**src/rtl/hazard_ctrl_pkg.sv**
```systemverilog
// Shared types for the hazard/sequencing controller:
// pipeline-register mode encodings and MDU sequencer states.
package hazard_ctrl_pkg;

    typedef enum logic [1:0] {
        MODE_NORMAL = 2'b00,
        MODE_FLUSH  = 2'b01,
        MODE_STALL  = 2'b10
    } mode_e;

    typedef enum logic {
        ST_RUN      = 1'b0,
        ST_MDU_BUSY = 1'b1
    } state_e;

    function automatic logic reg_match(
        input logic       used,
        input logic [4:0] rs,
        input logic [4:0] rd
    );
        return used && (rs == rd);
    endfunction

endpackage

```
**src/rtl/hazard_ctrl_mdu_timer.sv**
```systemverilog
// MDU occupancy sequencer: loads MDU_LAT-1 on an accepted start,
// counts down, and reports busy (holding) / done (release cycle).
module hazard_ctrl_mdu_timer #(
    parameter int MDU_LAT = 32
) (
    input  logic i_clk,
    input  logic i_rst,
    input  logic i_start,
    input  logic i_dmem_busy,
    output logic o_busy,
    output logic o_done
);
    import hazard_ctrl_pkg::*;

    localparam int CW = $clog2(MDU_LAT + 1);
    localparam logic [CW-1:0] LOAD = CW'(MDU_LAT - 1);

    state_e        r_state;
    logic [CW-1:0] r_cnt;

    always_ff @(posedge i_clk) begin
        if (i_rst) begin
            r_state <= ST_RUN;
            r_cnt   <= '0;
        end else begin
            unique case (r_state)
                ST_RUN: begin
                    // a frozen EX re-presents the start, so refuse it now
                    if (i_start && !i_dmem_busy) begin
                        r_state <= ST_MDU_BUSY;
                        r_cnt   <= LOAD;
                    end
                end
                ST_MDU_BUSY: begin
                    if (r_cnt != '0)
                        r_cnt <= r_cnt - CW'(1);
                    else
                        r_state <= ST_RUN;
                end
                default: r_state <= ST_RUN;
            endcase
        end
    end

    assign o_busy = (r_state == ST_MDU_BUSY) && (r_cnt != '0);
    assign o_done = (r_state == ST_MDU_BUSY) && (r_cnt == '0);

endmodule

```
**src/rtl/hazard_ctrl.sv**
```systemverilog
// Pipeline hazard controller: priority-resolved stage modes,
// PC stall and a saturating stall-cycle perf counter.
module hazard_ctrl #(
    parameter int REG_ADDR_W = 5,
    parameter int MDU_LAT    = 32,
    parameter int CNT_W      = 32
) (
    input  logic                  clk_i,
    input  logic                  rst_i,
    input  logic [REG_ADDR_W-1:0] id_rs1_i,
    input  logic [REG_ADDR_W-1:0] id_rs2_i,
    input  logic                  id_rs1_used_i,
    input  logic                  id_rs2_used_i,
    input  logic [REG_ADDR_W-1:0] ex_rd_i,
    input  logic                  ex_mem_read_i,
    input  logic                  ex_redirect_i,
    input  logic                  ex_mdu_start_i,
    input  logic                  imem_busy_i,
    input  logic                  dmem_busy_i,
    output logic                  pc_stall_o,
    output logic [1:0]            if_id_mode_o,
    output logic [1:0]            id_ex_mode_o,
    output logic [1:0]            ex_mem_mode_o,
    output logic [1:0]            mem_wb_mode_o,
    output logic [CNT_W-1:0]      stall_cycles_o
);
    import hazard_ctrl_pkg::*;

    logic       w_mdu_busy;
    logic       w_mdu_done;
    logic       w_mdu_run;
    logic       w_hold;
    logic       w_redir;
    logic       w_lduse;
    logic       w_pc_stall;
    mode_e      w_if_id;
    mode_e      w_id_ex;
    mode_e      w_ex_mem;
    mode_e      w_mem_wb;
    logic [CNT_W-1:0] r_stall_cnt;

    hazard_ctrl_mdu_timer #(
        .MDU_LAT(MDU_LAT)
    ) u_mdu_timer (
        .i_clk       (clk_i),
        .i_rst       (rst_i),
        .i_start     (ex_mdu_start_i),
        .i_dmem_busy (dmem_busy_i),
        .o_busy      (w_mdu_busy),
        .o_done      (w_mdu_done)
    );

    assign w_mdu_run = !(w_mdu_busy || w_mdu_done);
    assign w_hold    = (w_mdu_run && ex_mdu_start_i) || w_mdu_busy;
    // EX still holds the MDU op while sequencing, so a redirect is bogus
    assign w_redir   = ex_redirect_i && w_mdu_run;
    assign w_lduse   = ex_mem_read_i && (ex_rd_i != '0) &&
                       (reg_match(id_rs1_used_i, id_rs1_i, ex_rd_i) ||
                        reg_match(id_rs2_used_i, id_rs2_i, ex_rd_i));

    always_comb begin
        w_pc_stall = 1'b0;
        w_if_id    = MODE_NORMAL;
        w_id_ex    = MODE_NORMAL;
        w_ex_mem   = MODE_NORMAL;
        w_mem_wb   = MODE_NORMAL;
        if (rst_i) begin
            w_if_id  = MODE_FLUSH;
            w_id_ex  = MODE_FLUSH;
            w_ex_mem = MODE_FLUSH;
            w_mem_wb = MODE_FLUSH;
        end else if (dmem_busy_i) begin
            w_pc_stall = 1'b1;
            w_if_id    = MODE_STALL;
            w_id_ex    = MODE_STALL;
            w_ex_mem   = MODE_STALL;
            w_mem_wb   = MODE_FLUSH;
        end else if (w_hold) begin
            w_pc_stall = 1'b1;
            w_if_id    = MODE_STALL;
            w_id_ex    = MODE_STALL;
            w_ex_mem   = MODE_FLUSH;
        end else if (w_redir) begin
            w_if_id = MODE_FLUSH;
            w_id_ex = MODE_FLUSH;
        end else if (w_lduse) begin
            w_pc_stall = 1'b1;
            w_if_id    = MODE_STALL;
            w_id_ex    = MODE_FLUSH;
        end else if (imem_busy_i) begin
            w_pc_stall = 1'b1;
            w_if_id    = MODE_FLUSH;
        end
    end

    always_ff @(posedge clk_i) begin
        if (rst_i)
            r_stall_cnt <= '0;
        else if (w_pc_stall && (r_stall_cnt != '1))
            r_stall_cnt <= r_stall_cnt + CNT_W'(1);
    end

    assign pc_stall_o     = w_pc_stall;
    assign if_id_mode_o   = w_if_id;
    assign id_ex_mode_o   = w_id_ex;
    assign ex_mem_mode_o  = w_ex_mem;
    assign mem_wb_mode_o  = w_mem_wb;
    assign stall_cycles_o = r_stall_cnt;

endmodule

```
**config.mk**
```make
export PLATFORM = sky130hd
export DESIGN_NAME = hazard_ctrl
export DESIGN_NICKNAME = d
export VERILOG_FILES = /design/src/rtl/hazard_ctrl_pkg.sv /design/src/rtl/hazard_ctrl_mdu_timer.sv /design/src/rtl/hazard_ctrl.sv
export SDC_FILE = /design/constraint.sdc
export NUM_CORES = 1
export LEC_CHECK = 0
export ABC_AREA = 1
export CAP_MARGIN = 5
export CORE_UTILIZATION = 30
export DETAILED_ROUTE_END_ITERATION = 10
export PLACE_DENSITY_LB_ADDON = 0.1
export REMOVE_ABC_BUFFERS = 1
export SLEW_MARGIN = 40
export SYNTH_ARGS = -nofsm -noshare
export SYNTH_HDL_FRONTEND = slang
export SYNTH_SLANG_ARGS = --single-unit
```
**constraint.sdc**
```tcl
create_clock -name clk_i -period 4.1 [get_ports clk_i]
set_input_delay 0.41 -clock clk_i [delete_from_list [all_inputs] [get_ports clk_i]]
set_output_delay 0.41 -clock clk_i [all_outputs]
set_load 0.02 [all_outputs]
```
==> impl_results.md, run 1 <==
* Initial core utilization at approximately 31%
* Layout area overhead at 28.5%
* Worst Tran Pin Value at 0.594 ns
* YS warnings at 0
* Startpoint Class: primary input
* Yosys reg bits at 39
* RSZ-0062 raised after global routing: no
* Int Pwr at around 0.00057 W
* Final Util at 40.0%
* Die span in y at 97.1 um
* EDFF count, synth at 0
* Post-Syn Area at 2710 um^2
* DIE AREA at 9420 um^2
* Nets at ~530
* DP HPWL at approximately 5.7 mm
* Logic pwr share at 19.5%
* IO Count at 65
* Antenna Nets Post-Route at 0
* Die width at approximately 97 um
* Post-CTS sizing at 0
* Largest family of logic cells by synthesized area: simple AND/OR/NAND/NOR gates
* Sw Share at ~30%
* CTS Buffer Depth at 2
* Root Buffer Master: clkbuf_8
* Min Hold Slack at approximately 0.50 ns
* P_sw at about 0.00024 W
* Crit-path max FO at 4
* Per-cell routed wire length at 12.3 um
* Hold buffers post-CTS at 0
* Sequential fraction of the synthesis area at between 20 and 30%
* Post-synthesis cell type count at 29
* H-tree lvl count at 2
* Crit path kind: primary input to primary output
* DR vias/cell at between 4 and 5
* Core area at 8720 um^2
* Synth Area in Compound Gates at under 10%
* RePlAce Congestion at ~0.84
* Average size of a mapped cell at between 6 and 7 um^2
* Static Leak at around 1.3 nW
* GRT Residual Overflow at 0
* Synth top area share at between 20 and 30%
* Min-delay worst type: register to register
* Synth area leader: dfxtp_1
* Final setup violating endpoints at 0
* Post-Layout Cell Count at about 600
* Slew headroom at about 60%
* Final period util at about two thirds
* Clk_lat worst skew at slightly below 0.3 ns
* Seq pwr share at approximately half
* CTS clk-pin slew, worst paths at ~0.07 ns
* XOR/XNOR share of the synthesized area at 7.75%
* Remaining DRCs at 0
* Setup TNS at 0 ns
* Clk pwr share at 31.2%
* Largest net degree at the start of global routing at 37
* CTS tree: built
* Number of global-route vias before repair at 2805
* Row cnt at 34
* Most frequent cells after synthesis: nand2_1, nor2_1, inv_1
* Status: completed
* First-pass GRT wire length at 12.7 mm
* Worst Path Required at around 3.7 ns
* Top cells by area, synth: dfxtp_1, nand2_1, nor2_1
* FFs w/ async S/R, synth at 0%
* CTS Buf Count at 5
* Filler cells at just over 900
* Clk_skew at between 0.004 and 0.005 ns
* GRT Total Usage at between 15 and 20%
* Fin. max-slew vios at 0
* Antenna violations before repair at 0
* Design area at around 3500 um^2
* Internal reg-to-reg setup slack at approximately 1.6 ns
* DR iter-0 viols at 180
* Pre-antenna DRT Iters at 5
* Placed cell count at 602
* CP arrival at roughly 2.3 ns
* Clk sinks at 39
* Cells after Synth at between 400 and 500
* Peak supply drop at around 0.13 mV
* Max cap viols at 0
* Period minus WS final at ~2.7 ns
* P per Cell Area at roughly 230 nW/um^2
* Via count at ~2900
* Synth Area in Adders at under 10%
* Placed Area at roughly 3400 um^2
* # diodes at 0
* Fmax at around 0.38 GHz
* Ys flop type: dfxtp_1
* Post-synthesis mux area share at 0%
* CP Capture Type: primary output
* Ratio of cells with drive above 1 in the final layout at approximately 4%
* Endpoints failing hold at 0
* Count leader, synth: nand2_1
* Final WL at 7.48 mm
* IO buf count at 63
* Setup Fix Bufs, Post-CTS at 0
* Simple-Gate Fraction of Synth Area at ~44%
-- area by class of cell --
| cell class | instances | area (um^2) | share of cell area, % |
|---|---|---|---|
| Tap cell | 108 | 135 | 3.88 |
| Clock buffer | 5 | 68.8 | 1.97 |
| Multi-Input combinational cell | 347 | 1680 | 48.2 |
| Timing Repair Buffer | 65 | 646 | 18.5 |
| Clock inverter | 3 | 15.0 | 0.431 |
| Inverter | 43 | 161 | 4.63 |
| Sequential cell | 39 | 781 | 22.4 |
-- cell families (layout without fill, tap and decap cells) --
group                      after synthesis  in the layout
DFF                                     39             39
buffers and inverters                   59            116
and+or+nand+nor                        276            276
AOI/OAI and AO/OA                       43             43
other                                    1              1
adders and majority gates                3              3
xor gates and xnor gates                24             24
-- metal layers --
metal	wire, um	up-vias	global-route usage, %
met5	0	-	0
met4	64	0	4.25
met3	387	5	3.02
met2	3530	79	28.9
met1	3500	1281	20.0
li1	-	1529	-
-- power groups by stage --
stage	logic, W	clock network, W	registers [W]
4_1_cts	0.000160	0.000265	0.000401
5_1_grt	0.000176	0.000283	0.000403
3_5_place_dp	0.000159	0	0.000410
2_1_floorplan	0.0000848	0	0.000411
3_3_place_gp	0.000158	0	0.000410
6_report	0.000159	0.000254	0.000401
-- worst max-delay path: stages --
cell and delay, ns:
clkdlybuf4s50_1 0.53, inv_1 0.07, nand2_1 0.06, nand2_1 0.05, nor2_1 0.11, nand3_1 0.07
nand2_1 0.09, nand3_1 0.11, nand3_2 0.12, clkdlybuf4s50_1 0.62
-- flip-flops by register name, summed over array words and instances, names as in the netlist --
register / flops
u_mdu_timer.r_cnt: 6
stall_cycles_o: 32
u_mdu_timer.r_state: 1
-- placed cells by master (no fill, tap or decap) --
master and count:
nand2_2 2, o21ai_0 5, nand3_1 41, nand2_1 145, xor2_1 16, nand2_4 1
xnor2_1 8, clkinv_2 3, a221oi_1 1, nor3_1 10, nand3b_1 5, clkdlybuf4s50_1 63
nor4_2 1, inv_2 1, clkbuf_8 5, dfxtp_1 39, nand4_1 8, conb_1 1
a21oi_1 36, nor3_2 1, nand4_4 1, nand3_2 1, inv_1 42, nor2_4 2
ha_1 3, o211ai_1 1, nor2_1 58, buf_4 2
-- final timing paths --
kind / from / to / cells past startpoint
setup / recovery: ex_rd_i[4] / pc_stall_o / 10
hold / removal: u_mdu_timer.r_cnt[3] / u_mdu_timer.r_cnt[3] / 2
hold reg to reg: u_mdu_timer.r_cnt[3] / u_mdu_timer.r_cnt[3] / 2
setup reg to reg: stall_cycles_o[0] / stall_cycles_o[1] / 10
-- metrics by stage --
stage,worst slack (ns),total power (W)
detailed placement,1.40,0.000569
global route,1.24,0.000863
floorplan,1.83,0.000496
global placement,1.43,0.000567
CTS,1.40,0.000825
finish,1.44,0.000814
No activity file was read; power rests on OpenSTA's default activity.
==> inputs of run 2 (changes only) <==
clock period = 2.1 ns   (was 4.1 ns; I/O delays follow)
==> run 2 against run 1 <==
Compared with the run above: clock skew up 0.0050 ns; design area up 5.9%; sequential cell count unchanged; first-iteration DRC count down 29%; via count up 2.2%.
==> impl_results.md, run 2 (synthesized netlist as in run 1, its figures left out) <==
* Commonest non-fill, non-tap cells in the layout: nand2_1, nor2_1, clkdlybuf4s50_1, inv_1, nand3_1
* Slowest stage delay, CP at 0.55 ns (-0.07 ns)
* Max FFs per register at 32 (unchanged)
* Filler cells at 945 (+2.2%)
* Final WL at 7.66 mm (+2.4%)
* GRT Residual Overflow at 0 (unchanged)
* H-tree lvl count at 2 (unchanged)
* RSZ-0062 raised after global routing: yes
* Hold buffers post-CTS at 0 (unchanged)
* Layout area overhead at 36.0%
* Pre-antenna DRT Iters at 4 (-1)
* Status: completed
* Clk_lat worst skew at 0.30 ns (about the same)
* Multi-input gate area at 1680 um^2 (unchanged)
* Period minus WS final at 1.96 ns
* Antenna violations before repair at 0 (unchanged)
* Dpl ws at -0.181 ns (-1.58 ns)
* Per-cell routed wire length at 12.1 um (-1.3%)
* Startpoint Class: primary input
* Fmax at between 0.5 and 0.6 GHz
* Cell family with most CP delay: buffers and inverters
* Final setup margin at 0.141 ns (-1.30 ns)
* Die width at 97.1 um (unchanged)
* IO Count at 65 (unchanged)
* Number of global-route vias before repair at 2810 (+0.18%)
* Ratio of cells with drive above 1 in the final layout at 8.76% (+4.8 points)
* DP HPWL at 6.11 mm (+7.0%)
* Crit-path max FO at 36 (+32)
* Core area at 8720 um^2 (unchanged)
* Fin. max-slew vios at 0 (unchanged)
* RePlAce Congestion at 0.867 (+3.5%)
* Root Buffer Master: clkbuf_8
* DIE AREA at 9420 um^2 (unchanged)
* Setup Fix Bufs, Post-CTS at 0 (unchanged)
* Die span in y at 97.1 um (unchanged)
* Commonest non-fill, non-tap cell in the layout: nand2_1
* CTS Buffer Depth at 2 (unchanged)
* Post-Layout Cell Count at 633 (+3.8%)
* Sequential Area at 781 um^2 (unchanged)
* Critical path buffers and inverters at 3 (unchanged)
* Max cap viols at 0 (unchanged)
* Worst Path Required at 1.89 ns (-1.80 ns)
* Endpoints failing hold at 0 (unchanged)
* Most used cell, CP: clkdlybuf4s50_1
* CTS Buf Count at 5 (unchanged)
* P per Cell Area at 484 nW/um^2 (+110%)
* Crit path kind: primary input to primary output
* Row cnt at 34 (unchanged)
* Antenna Nets Post-Route at 0 (unchanged)
* Initial core utilization at 31.1% (unchanged)
* IO buf count at 63 (unchanged)
* CP Capture Type: primary output
* Largest net degree at the start of global routing at 37 (unchanged)
* Placed cell count at 625 (+3.8%)
* GRT Total Usage at 16.6% (+0.36 points)
* Min-delay worst type: register to register
* Remaining DRCs at 0 (unchanged)
* First-pass GRT wire length at 13.0 mm (+1.9%)
* Clk_skew at 0.00913 ns (+0.00502 ns)
* CP arrival at 1.75 ns (-0.50 ns)
* DR iter-0 viols at 127 (-29%)
* Static Leak at 1.47 nW (+10%)
* DR vias/cell at 4.67 (-1.5%)
* Final setup violating endpoints at 0 (unchanged)
* Final period util at 93.3%
* Peak supply drop at 0.264 mV (+110%)
* Via count at 2959 (+2.2%)
* Crit-path slowest cell: clkdlybuf4s50_1
* CP cell instances: clkdlybuf4s50_1 > buf_4 > nor2_1 > clkdlybuf4s50_1
* Nets at 551 (+4.4%)
* CTS tree: built
* Clk sinks at 39 (unchanged)
* # diodes at 0 (unchanged)
* CTS clk-pin slew, worst paths at 0.08 ns (about the same)
## run 2: cell types whose count changed in the layout (fill, tap and decap cells not counted), sizes merged
cell           delta
buf              +23
bufinv            +1
clkbuf            +4
clkdlybuf4s50     -6
clkinv            -2
dlygate4sd2       +3
## run 2: path summary, 6_finish.rpt
kind,end,cells past startpoint,slack (ns),start
worst max-delay path,ex_mem_mode_o[1],4,0.14,rst_i
worst min-delay path,u_mdu_timer.r_cnt[3],2,0.49,u_mdu_timer.r_cnt[3]
worst max register to register,stall_cycles_o[21],12,0.21,u_mdu_timer.r_cnt[0]
worst min register to register,u_mdu_timer.r_cnt[3],2,0.49,u_mdu_timer.r_cnt[3]
## run 2: per-layer routing
| metal | part of all wire (%) | track usage [%] |
|---|---|---|
| met1 | 46 | 20.9 |
| met2 | 48 | 28.2 |
| met3 | 4.3 | 3.09 |
| met4 | 1.5 | 5.97 |
| met5 | 0 | 0 |
## run 2: cell type report
cell class / count / share of cell area (%)
Timing Repair Buffer: 88 / 22.1
Clock inverter: 2 / 0.950
Clock buffer: 6 / 2.24
Sequential cell: 39 / 21.2
Tap cell: 108 / 3.66
Multi-Input combinational cell: 347 / 45.5
Inverter: 43 / 4.38
## run 2: worst reg2reg max path, stage by stage (launching register included)
cell and delay [ns]:
dfxtp_1 0.32, inv_1 0.10, ha_1 0.16, nand4_1 0.09, nand2_1 0.11, o211ai_1 0.10
nand2_1 0.13, nand3_2 0.17, buf_6 0.21, nand2_4 0.10, buf_12 0.16, nand2_1 0.06
a21oi_1 0.12
## run 2: report_power, final
group | total [W] | switching [W] | internal, W
combinational | 0.000343 | 0.000190 | 0.000153
sequential | 0.000777 | 0.0000154 | 0.000762
clock | 0.000665 | 0.000280 | 0.000385
total | 0.00179 | 0.000486 | 0.00130
## run 2: repair_timing
item | in CTS | in global routing
setup endpoints to repair | 6 | 22
cloned | 0 | 0
gates resized for setup | 6 | 7
## run 2: per-stage QoR
stage               hold slack [ns]  power [W]  cell area [um^2]  util [%]   TNS, ns
CTS                           0.494    0.00181              3700      42.4         0
detailed placement            0.482    0.00115              3590      41.1     -3.90
global placement              0.475    0.00115              3590      41.1     -3.04
floorplan                     0.279   0.000968              2620         -     -3.39
global route                  0.520    0.00187              3690      42.3  -0.00391
finish                        0.495    0.00179              3690      42.3         0
==> inputs of run 3 (changes only) <==
CELL_PAD_IN_SITES_DETAIL_PLACEMENT = 1   (was unset)
CELL_PAD_IN_SITES_GLOBAL_PLACEMENT = 1   (was unset)
CORE_UTILIZATION = 31   (was 30)
TNS_END_PERCENT = 1   (was unset)
==> run 3 against run 2 <==
Compared with the run above: maximum frequency shrank 4.5%; clock-buffer cell count shrank 1; global-route usage rose by 4.6 points; non-clock buffer count decreased by 3.
==> impl_results.md, run 3 (synthesized netlist as in run 1, its figures left out) <==
* Antenna Nets Post-Route at 0 (unchanged)
* CP Capture Type: primary output
* Antenna violations before repair at 0 (unchanged)
* Initial core utilization at 32.5% (+1.4 points)
* Final period util at 97.7% (+4.4 points)
* DP HPWL at 7.00 mm (+15%)
* Peak supply drop at 0.290 mV (+9.8%)
* Final Util at 44.3% (+2.0 points)
* Most used cell, CP: nand2_1
* DR iter-0 viols at 76 (-40%)
* Static Leak at 1.46 nW (-0.64%)
* # diodes at 0 (unchanged)
* CTS Buf Count at 5 (unchanged)
* Worst Path Required at 1.89 ns (about the same)
* Endpoints failing hold at 0 (unchanged)
* Crit. Startpoint: ex_rd_i[4]
* Largest net degree at the start of global routing at 37 (unchanged)
* Commonest non-fill, non-tap cell in the layout: nand2_1
* Remaining DRCs at 0 (unchanged)
* RSZ-0062 raised after global routing: yes
* P per Cell Area at 515 nW/um^2 (+6.4%)
* Post-Layout Cell Count at 627 (-0.95%)
* Via count at 3099 (+4.7%)
* Final WL at 8.90 mm (+16%)
* Startpoint Class: primary input
* Per-cell routed wire length at 14.2 um (+17%)
* Crit path kind: primary input to primary output
* Max FFs per register at 32 (unchanged)
* Number of global-route vias before repair at 3096 (+10%)
* Fin. max-slew vios at 0 (unchanged)
* CP arrival at 1.84 ns (+0.09 ns)
* Crit-path slowest cell: clkdlybuf4s50_1
* Ratio of cells with drive above 1 in the final layout at 8.05% (-0.72 points)
* Reg2Reg Launch Point: stall_cycles_o[0]
* First-pass GRT wire length at 15.0 mm (+16%)
* CTS tree: built
* Clk_skew at 0.00786 ns (-0.00128 ns)
* IO Count at 65 (unchanged)
* GRT Total Usage at 21.2% (+4.6 points)
* Min-delay worst type: register to register
* H-tree lvl count at 2 (unchanged)
* DR vias/cell at 4.94 (+5.7%)
* CTS clk-pin slew, worst paths at 0.09 ns (about the same)
* Commonest non-fill, non-tap cells in the layout: nand2_1, nor2_1, clkdlybuf4s50_1, inv_1, nand3_1
* RePlAce Congestion at 0.820 (-5.4%)
* Root Buffer Master: clkbuf_8
* Clk_lat worst skew at 0.30 ns (about the same)
* Placed Area at 3570 um^2 (-0.38%)
* HP Start: u_mdu_timer.r_cnt[3]
* Design area at 3700 um^2 (+0.27%)
* Hold buffers post-CTS at 0 (unchanged)
* IO buf count at 63 (unchanged)
* Core area at 8340 um^2 (-4.4%)
* Max cap viols at 0 (unchanged)
* Die span in y at 95.5 um (-1.6%)
* CP cell instances: clkdlybuf4s50_1 > inv_1 > nand2_1 > nand2_1 > nor2_1 > nand3_1 > nand2_1 > nand3_1 > nand3_2 > clkdlybuf4s15_1
* Status: completed
* Period minus WS final at 2.05 ns (+0.0919 ns)
* CTS Buffer Depth at 2 (unchanged)
* Placed cell count at 619 (-0.96%)
* Die width at 95.5 um (-1.6%)
* Layout area overhead at 36.4%
* GRT Residual Overflow at 0 (unchanged)
* Fmax at 0.488 GHz (-4.5%)
* DIE AREA at 9120 um^2 (-3.2%)
* Tot Pwr at 0.00191 W (+6.7%)
* Final setup violating endpoints at 0 (unchanged)
* Nets at 548 (-0.54%)
* Crit-path max FO at 4 (-89%)
* Pre-antenna DRT Iters at 4 (unchanged)
* Clk sinks at 39 (unchanged)
* Slowest stage delay, CP at 0.54 ns (about the same)
* Row cnt at 33 (-2.9%)
* Filler cells at 1120 (+19%)
[run 3: changes by cell type in the layout (fill, tap and decap cells not counted), sizes merged]
cell and delta:
clkbuf -2, clkdlybuf4s15 +4, clkinvlp +1, buf -3
clkinv -1, dlygate4sd2 -3, bufinv +1
[run 3: path summary, 6_finish.rpt]
| kind | end | slack, ns | depth (start not counted) |
|---|---|---|---|
| max | pc_stall_o | 0.05 | 10 |
| min | u_mdu_timer.r_cnt[3] | 0.50 | 2 |
| max reg2reg | stall_cycles_o[2] | 0.12 | 9 |
| min reg2reg | u_mdu_timer.r_cnt[3] | 0.50 | 2 |
[run 3: area by class of cell]
| class | instances | area, um^2 | area share, % |
|---|---|---|---|
| Clock buffer | 5 | 68.8 | 1.86 |
| Clock inverter | 3 | 67.6 | 1.83 |
| Inverter | 43 | 161 | 4.36 |
| Multi-Input combinational cell | 347 | 1680 | 45.4 |
| Sequential cell | 39 | 781 | 21.1 |
| Tap cell | 105 | 131 | 3.55 |
| Timing Repair Buffer | 85 | 811 | 21.9 |
[run 3: what timing repair did]
action                                  CTS  global route
endpoints found under the setup margin    6            34
setup buffers                             0             0
gates resized for setup                   6             8
[run 3: critical path: cells and delay by family]
| family | cells | cell delay (ns) |
|---|---|---|
| buffers and inverters | 3 | 0.93 |
| AND/OR/NAND/NOR | 7 | 0.71 |
[run 3: through the flow]
stage,hold WS [ns],setup TNS (ns),worst slack [ns]
after detailed placement,0.487,-6.04,-0.242
after global routing,0.529,-2.43,-0.123
after CTS,0.500,0,0.00509
final,0.501,0,0.0490
after global placement,0.469,-4.33,-0.193
after floorplan,0.279,-3.39,-0.175
[run 3: report_power, final]
group	internal [W]	switching, W	leakage [nW]	total [W]
Combinational	0.000153	0.000199	1.08	0.000353
Clock	0.000474	0.000300	0.0644	0.000774
Sequential	0.000762	0.0000162	0.316	0.000778
[run 3: per-layer routing]
metal	share of wire, %	GRT usage [%]	vias up
met2	50	38.8	60
met1	45	25.2	1462
met3	3.6	3.67	11
li1	-	-	1566
met4	1.4	5.97	0
met5	0	0	-
